### src/rtl/pio_edge_irq.sv
// Avalon-MM GPIO: synchronised and debounced inputs, sticky per-channel edge capture
// with a maskable level interrupt, and an output register with atomic set/clear.
module pio_edge_irq #(
  parameter int          IN_WIDTH        = 4,
  parameter int          OUT_WIDTH       = 18,
  parameter int          DEBOUNCE_CYCLES = 16,
  parameter int          EDGE_TYPE       = 0,
  parameter logic [31:0] OUT_RESET       = 32'h0
) (
  input  logic                 clk_clk,
  input  logic                 reset_reset,
  input  logic [2:0]           avs_address,
  input  logic                 avs_read,
  input  logic                 avs_write,
  input  logic [31:0]          avs_writedata,
  output logic [31:0]          avs_readdata,
  input  logic [IN_WIDTH-1:0]  in_export,
  output logic [OUT_WIDTH-1:0] out_export,
  output logic                 irq
);

  localparam logic [2:0] A_DATA_IN  = 3'd0;
  localparam logic [2:0] A_DATA_OUT = 3'd1;
  localparam logic [2:0] A_MASK     = 3'd2;
  localparam logic [2:0] A_EDGE     = 3'd3;
  localparam logic [2:0] A_OUT_SET  = 3'd4;
  localparam logic [2:0] A_OUT_CLR  = 3'd5;
  localparam logic [2:0] A_PARAMS   = 3'd6;

  localparam logic [31:0] PARAMS_WORD = {14'd0, 2'(EDGE_TYPE), 2'd0, 6'(OUT_WIDTH),
                                         2'd0, 6'(IN_WIDTH)};

  logic [IN_WIDTH-1:0]  sync1_q, sync2_q, deb, deb_prev_q;
  logic [IN_WIDTH-1:0]  rise, fall, edge_sel, w1c;
  logic [IN_WIDTH-1:0]  edge_q, edge_d, mask_q, mask_d;
  logic [OUT_WIDTH-1:0] out_q, out_d;
  logic [31:0]          rdata_q, rdata_d;
  logic                 irq_q;
  logic                 unused_wdata;

  assign unused_wdata = ^avs_writedata;

  always_ff @(posedge clk_clk) begin
    if (reset_reset) begin
      sync1_q <= '0;
      sync2_q <= '0;
    end else begin
      sync1_q <= in_export;
      sync2_q <= sync1_q;
    end
  end

  if (DEBOUNCE_CYCLES == 0) begin : g_bypass
    assign deb = sync2_q;
  end else begin : g_deb
    localparam int CNT_W = $clog2(DEBOUNCE_CYCLES + 1);
    // the increment that would reach DEBOUNCE_CYCLES commits the new value instead
    localparam logic [CNT_W-1:0] CNT_LAST = CNT_W'(DEBOUNCE_CYCLES - 1);

    logic [IN_WIDTH-1:0][CNT_W-1:0] cnt_q, cnt_d;
    logic [IN_WIDTH-1:0]            deb_q, deb_d;

    always_comb begin
      cnt_d = cnt_q;
      deb_d = deb_q;
      for (int i = 0; i < IN_WIDTH; i++) begin
        if (sync2_q[i] == deb_q[i]) begin
          cnt_d[i] = '0;
        end else if (cnt_q[i] == CNT_LAST) begin
          deb_d[i] = sync2_q[i];
          cnt_d[i] = '0;
        end else begin
          cnt_d[i] = cnt_q[i] + CNT_W'(1);
        end
      end
    end

    always_ff @(posedge clk_clk) begin
      if (reset_reset) begin
        cnt_q <= '0;
        deb_q <= '0;
      end else begin
        cnt_q <= cnt_d;
        deb_q <= deb_d;
      end
    end

    assign deb = deb_q;
  end

  assign rise = deb & ~deb_prev_q;
  assign fall = ~deb & deb_prev_q;

  always_comb begin
    if (EDGE_TYPE == 0)      edge_sel = rise;
    else if (EDGE_TYPE == 1) edge_sel = fall;
    else                     edge_sel = rise | fall;
  end

  always_comb begin
    out_d  = out_q;
    mask_d = mask_q;
    w1c    = '0;
    if (avs_write) begin
      case (avs_address)
        A_DATA_OUT: out_d  = avs_writedata[OUT_WIDTH-1:0];
        A_OUT_SET:  out_d  = out_q | avs_writedata[OUT_WIDTH-1:0];
        A_OUT_CLR:  out_d  = out_q & ~avs_writedata[OUT_WIDTH-1:0];
        A_MASK:     mask_d = avs_writedata[IN_WIDTH-1:0];
        A_EDGE:     w1c    = avs_writedata[IN_WIDTH-1:0];
        default:    ;
      endcase
    end
    // a new edge overrides a same-cycle clear of that bit
    edge_d = (edge_q & ~w1c) | edge_sel;
  end

  always_comb begin
    rdata_d = rdata_q;
    if (avs_read) begin
      case (avs_address)
        A_DATA_IN:  rdata_d = 32'(deb);
        A_DATA_OUT: rdata_d = 32'(out_q);
        A_MASK:     rdata_d = 32'(mask_q);
        A_EDGE:     rdata_d = 32'(edge_q);
        A_PARAMS:   rdata_d = PARAMS_WORD;
        default:    rdata_d = 32'd0;
      endcase
    end
  end

  always_ff @(posedge clk_clk) begin
    if (reset_reset) begin
      deb_prev_q <= '0;
      edge_q     <= '0;
      mask_q     <= '0;
      out_q      <= OUT_RESET[OUT_WIDTH-1:0];
      rdata_q    <= '0;
      irq_q      <= 1'b0;
    end else begin
      deb_prev_q <= deb;
      edge_q     <= edge_d;
      mask_q     <= mask_d;
      out_q      <= out_d;
      rdata_q    <= rdata_d;
      irq_q      <= |(edge_q & mask_q);
    end
  end

  assign avs_readdata = rdata_q;
  assign out_export   = out_q;
  assign irq          = irq_q;

endmodule

### config.mk
export PLATFORM = sky130hd
export DESIGN_NAME = pio_edge_irq
export DESIGN_NICKNAME = d
export VERILOG_FILES = /design/src/rtl/pio_edge_irq.sv
export SDC_FILE = /design/constraint.sdc
export NUM_CORES = 1
export LEC_CHECK = 0
export CORE_ASPECT_RATIO = 1.4
export CORE_UTILIZATION = 33
export CTS_BUF_LIST = sky130_fd_sc_hd__clkbuf_4 sky130_fd_sc_hd__clkbuf_8
export CTS_CLUSTER_SIZE = 14
export DETAILED_ROUTE_END_ITERATION = 10
export PLACE_DENSITY = 0.6
export SKIP_LAST_GASP = 1
export SYNTH_ARGS = -nofsm -noshare
export SYNTH_HDL_FRONTEND = slang
export SYNTH_SLANG_ARGS = --single-unit
### constraint.sdc
create_clock -name clk_clk -period 1.4 [get_ports clk_clk]
set_input_delay 0.42 -clock clk_clk [delete_from_list [all_inputs] [get_ports clk_clk]]
set_output_delay 0.42 -clock clk_clk [all_outputs]
set_load 0.1 [all_outputs]
== After elaboration in Yosys (flattened, before gate mapping) ==
Cells that the tools add are included.

* Register bits after elaboration: 95
* Input bits: 43
* Output and inout bits: 51
* Word-level logic and storage cells: 64

* $add $sub $neg: 4
* Eq/ne operators: 14
* Mux-type cells: 4
* Bitwise operators: 13
* Reduce and logical (&&, ||, !) cells: 13

{| class="wikitable"
|+ Operators with widths
! cell !! number
|-
| 18-bit one-hot mux with 5 select lines || 1
|-
| 18-bit one-hot mux with 3 select lines || 1
|-
| 5-bit by 1-bit adder with 5-bit output (second input constant) || 4
|-
| 5-bit by 4-bit == test with 1-bit output (second input constant) || 4
|-
| 18-bit bitwise AND || 1
|-
| 18-bit inverter || 1
|-
| 18-bit bitwise OR || 1
|-
| 4-bit bitwise AND || 3
|-
| 2-bit AND reduction || 6
|-
| 3-bit OR reduction || 4
|-
| 3-bit == test (second input constant) || 3
|-
| 4-bit 2-to-1 mux || 2
|-
| 4-bit inverter || 2
|-
| 3-bit by 2-bit == test with 1-bit output (second input constant) || 2
|-
| 1-bit == test || 4
|-
| 1-bit inverter || 4
|-
| 4-bit bitwise OR || 1
|-
| 4-bit OR reduction || 1
|-
| 3-bit by 1-bit == test with 1-bit output (second input constant) || 1
|-
| 3-bit zero test || 1
|-
| 3-bit nonzero test || 1
|}

== Logic depth before layout (Yosys ltp) ==
* Depth in word-level cells: 6
* Depth in mapped cells: 5
* Mapped depth without buffers: 5

== Worst setup path after synthesis ==
Ideal clock, no wire load.

* Path type: register -> register
* From: register out_q[2] (netlist: out_export[2])
* To: register rdata_q[2] (netlist: avs_readdata[2])
* Setup time: 62 ps
* Arrival time: 1422 ps
* Slack: -84 ps
* Stages on the path, launching flop included: 4
* Path buffers: 0
* Cell sequence: dfxtp_1 > mux2i_1 > o221ai_1 > a22o_1

* Longest elaborated chain between the ends: 1

{| class="wikitable"
|+ RTL lines
! what !! RTL line !! RTL
|-
| start: declaration || 36 || <nowiki>logic [OUT_WIDTH-1:0] out_q, out_d;</nowiki>
|-
| start signal: assignment || 137 || <nowiki>out_q <= OUT_RESET[OUT_WIDTH-1:0];</nowiki>
|-
| start signal: assignment || 144 || <nowiki>out_q <= out_d;</nowiki>
|-
| 18-bit one-hot mux with 5 select lines || 121 || <nowiki>case (avs_address)</nowiki>
|-
| end signal: assignment || 145 || <nowiki>rdata_q <= rdata_d;</nowiki>
|-
| end: declaration || 37 || <nowiki>logic [31:0] rdata_q, rdata_d;</nowiki>
|}

Every way passes these cells.
A chain may end at the register's enable or synchronous reset.

== Worst setup path after layout ==
* From: register g_deb.cnt_q[15] in the netlist's numbering
* To: register g_deb.cnt_q[16] in the netlist's numbering

* Longest elaborated chain between the ends: 2
* Elaborated cells between the ends (all ways): 3

{| class="wikitable"
|+ RTL lines
! what !! RTL line !! RTL
|-
| start: declaration || 60 || <nowiki>logic [IN_WIDTH-1:0][CNT_W-1:0] cnt_q, cnt_d;</nowiki>
|-
| start signal: assignment || 83 || <nowiki>cnt_q <= cnt_d;</nowiki>
|-
| parallel branches: the longest is 2 deep, another holds 5-bit by 1-bit adder with 5-bit output || -- ||
|}

Parallel ways; which one is timed is not known.

==> results.py <==
metrics = {
    "timing": {
        "fin_ws_ns": -0.00548,
        "finClkSkew_ns": 0.00634,
        "period_needed_ns": 1.41,
        "finalCritPeriodShare_pct": 100,
        "rsz0062_at_grt": "true",
        "final.setup.tns_ns": -0.00548,
        "finalSetupViolations": 1,
        "drv_slew": 0,
        "clock.fmax_mhz": 712,
        "whs_ns": 0.431,
        "finalHoldViolCount": 0,
    },
    "route": {
        "via_count": 2904,
        "ant_nets": 0,
        "drc": 0,
        "drt-total-wl_mm": 8.52,
        "detail_route.vias_per_cell": 4.78,
        "dr.pass1.iters": 4,
        "wl_per_cell_microns": 14.0,
        "drtIter0Drc": 153,
    },
    "critical_path": {
        "r2r_end": "g_deb.cnt_q[16]",
        "crit_path_start_kind": "register",
        "cp_max_fo": 5,
        "worstPathArrival_ns": 1.70,
        "r2r_cells": 5,
        "cp.required_ns": 1.70,
        "timing.rr.start": "g_deb.cnt_q[15]",
        "worst_setup_path_end_kind": "register",
        "path_class": "register to register",
        "r2r_slack_ns": -0.005,
    },
    "status": {
        "status": "finished with violations",
        "failed_checks": "negative setup slack",
    },
    "place": {
        "placed_cell_area_sq_um": 4780,
        "numPortBuffers": 65,
        "gp_congestion": 0.787,
        "dpl.hpwl_mm": 5.98,
        "dpl_worst_slack_ns": -0.627,
    },
    "cells_and_area": {
        "syn_to_final_growth_pct": 51.3,
        "final_area_sq_um": 5270,
        "drive_above_1_share_pct": 33.3,
        "antenna_cells": 0,
        "nFillCells": 959,
        "fin_nets": 515,
    },
    "clock_tree": {
        "cts_sinks": 81,
        "numCtsBuffers": 9,
        "clk_pin_slew_worst_paths_ns": 0.08,
        "cts_buffer_depth": 2,
        "cts-root-buf": "clkbuf_8",
        "worstSkewPairLatency_ns": 0.35,
        "cts_max_level": 3,
        "hold_buffers": 0,
        "cts_tree": "done",
    },
    "yosys": {
        "synthTopCellsByArea": "dfxtp_1, a21oi_1, nor2_1, nor2b_1, mux2i_1",
        "ys.flop_type": "dfxtp_1",
        "yosys.area.top_type_share_pct": 46.6,
        "synth_common_cells": "dfxtp_1, nor2_1, a21oi_1",
        "synth_area_sq_um": 3480,
        "synth_edf_count": 0,
        "syn_inst": 373,
        "synth_cell_types": 37,
        "synth_area_leader_cell": "dfxtp_1",
        "synth.most_common_cell": "dfxtp_1",
        "ys_async_sr_fraction_pct": 0,
        "synth_warnings": 0,
        "syn-mean-instance-area_sq_um": 9.33,
        "ys_seq_area_share_pct": 46.6,
        "synth-seq-cells": 81,
    },
    "die": {
        "chipHeight_microns": 124,
        "rows": 44,
        "start_util_pct": 33.8,
        "die-area_sq_um": 11000,
        "die_w_microns": 88.8,
        "io-pin-count": 94,
        "core_area_sq_um": 10300,
    },
    "power_and_ir_drop": {
        "cellLeakagePower_nw": 1.93,
        "pwr-share-comb_pct": 16.8,
        "power.switching_mw": 1.48,
        "power.density_nw_per_um2": 987,
        "irDropWorstVdd_mv": 0.541,
        "swShare_pct": 28.6,
        "pwr-share-seq_pct": 46.0,
        "pwr-share-clk_pct": 37.2,
        "p_int_mw": 3.71,
    },
    "global_route": {
        "grt-ovfl-total": 0,
        "grt_pass1_wl_mm": 13.7,
        "grt_usage_pct": 16.4,
        "grt_antenna_before_repair": 0,
        "grt_max_degree": 30,
        "grt_pass1_vias": 2946,
    },
    "flow_run": {
        "drv.max_cap_violation_count": 0,
    },
    "worst_hold_path": {
        "hold_class": "primary input to register",
        "hp-start": "reset_reset",
        "whs_endpoint": "deb[3]",
        "holdPathStages": 2,
    },
}
worst max path at each step:
stage / from / to / slack (ns) / cells after the start
floorplan: g_deb.cnt_q[0] / g_deb.cnt_q[2] / 0.01 / 5
global placement: avs_address[2] / out_export[3] / -0.58 / 5
detailed placement: avs_address[2] / out_export[12] / -0.63 / 5
CTS: g_deb.cnt_q[0] / g_deb.cnt_q[0] / 0.0008 / 5
global route: g_deb.cnt_q[15] / g_deb.cnt_q[16] / -0.04 / 5
finish: g_deb.cnt_q[15] / g_deb.cnt_q[16] / -0.005 / 5
through the flow:
stage                     power [mW]  utilization [%]  instances
after global routing            5.39             51.2        607
after floorplan                 3.01                -        386
after global placement          3.28             46.4        585
final                           5.20             51.2        607
after detailed placement        3.29             46.4        585
after CTS                       5.23             49.3        603
sequential cells by signal, summed over array words and instances, names as in the netlist:
| signal | cells |
|---|---|
| avs_readdata | 18 |
| sync1_q | 4 |
| irq | 1 |
| deb | 4 |
| sync2_q | 4 |
| deb_prev_q | 4 |
| out_export | 18 |
| g_deb.cnt_q | 20 |
| edge_q | 4 |
| mask_q | 4 |
worst max-delay path, cell delays in order, from the launching register on:
cell and delay (ns):
dfxtp_2 0.34, ha_4 0.16, and3_4 0.15, ha_4 0.16
or3_4 0.43, nor2_4 0.11
layout make-up:
cell class	count	area [sq um]	share of cell area [%]
Tap cell	138	173	3.28
Clock inverter	6	91.3	1.73
Clock buffer	10	138	2.61
Sequential cell	81	1660	31.4
Inverter	13	48.8	0.927
Timing Repair Buffer	104	1340	25.4
Multi-Input combinational cell	255	1820	34.6
cell families after synthesis:
logic type                 share of synthesized area (%)
AOI/OAI and AO/OA                                   12.5
DFF                                                 46.6
other                                              0.108
adders and majority gates                           2.88
muxes                                               4.31
xor gates and xnor gates                            3.81
buffers and inverters                               8.41
and+or+nand+nor                                     21.4
repair_timing:
action | in CTS | in global routing
endpoints found under the hold margin | 0 | 0
pin swaps | 8 | 12
cloned | 2 | 0
setup buffers | 0 | 4
setup endpoints to repair | 72 | 31
resized for setup | 27 | 40
layout by cell type (no fill, tap or decap), types with 3 or more instances in the layout:
cell type and instances:
buf_4 31, clkbuf_8 10, dfxtp_1 54, o31ai_1 16, nand2b_1 7, o21ai_0 4, a21oi_1 36, or3_4 4
buf_6 4, mux2i_1 14, clkinv_4 3, clkdlybuf4s50_1 24, inv_1 13, xnor2_1 8, buf_2 3, buf_12 39
conb_1 14, xor2_1 4, nor2_1 35, a22o_1 4, nor2_4 3, dfxtp_2 27, nor2b_1 24, and3_4 4
dlygate4sd2_1 3, nand3_1 22, o22ai_1 3, nor3b_1 18, ha_4 8, nor2_2 7
routing by layer:
layer / track usage, % / wire [microns] / share of wire [%] / up-vias
met5: 0 / 0 / 0 / -
met4: 6.65 / 121 / 1.4 / 0
met3: 5.54 / 569 / 6.7 / 12
met2: 27.5 / 4310 / 51 / 89
met1: 18.8 / 3510 / 41 / 1375
li1: - / - / - / 1428
power by group through the flow:
stage	clock network (mW)	registers (mW)	logic, mW
6_report	1.93	2.39	0.873
5_1_grt	2.07	2.40	0.917
4_1_cts	1.97	2.39	0.865
3_5_place_dp	0	2.44	0.854
3_3_place_gp	0	2.44	0.844
2_1_floorplan	0	2.60	0.410
Power figures use the tool's default switching activity.
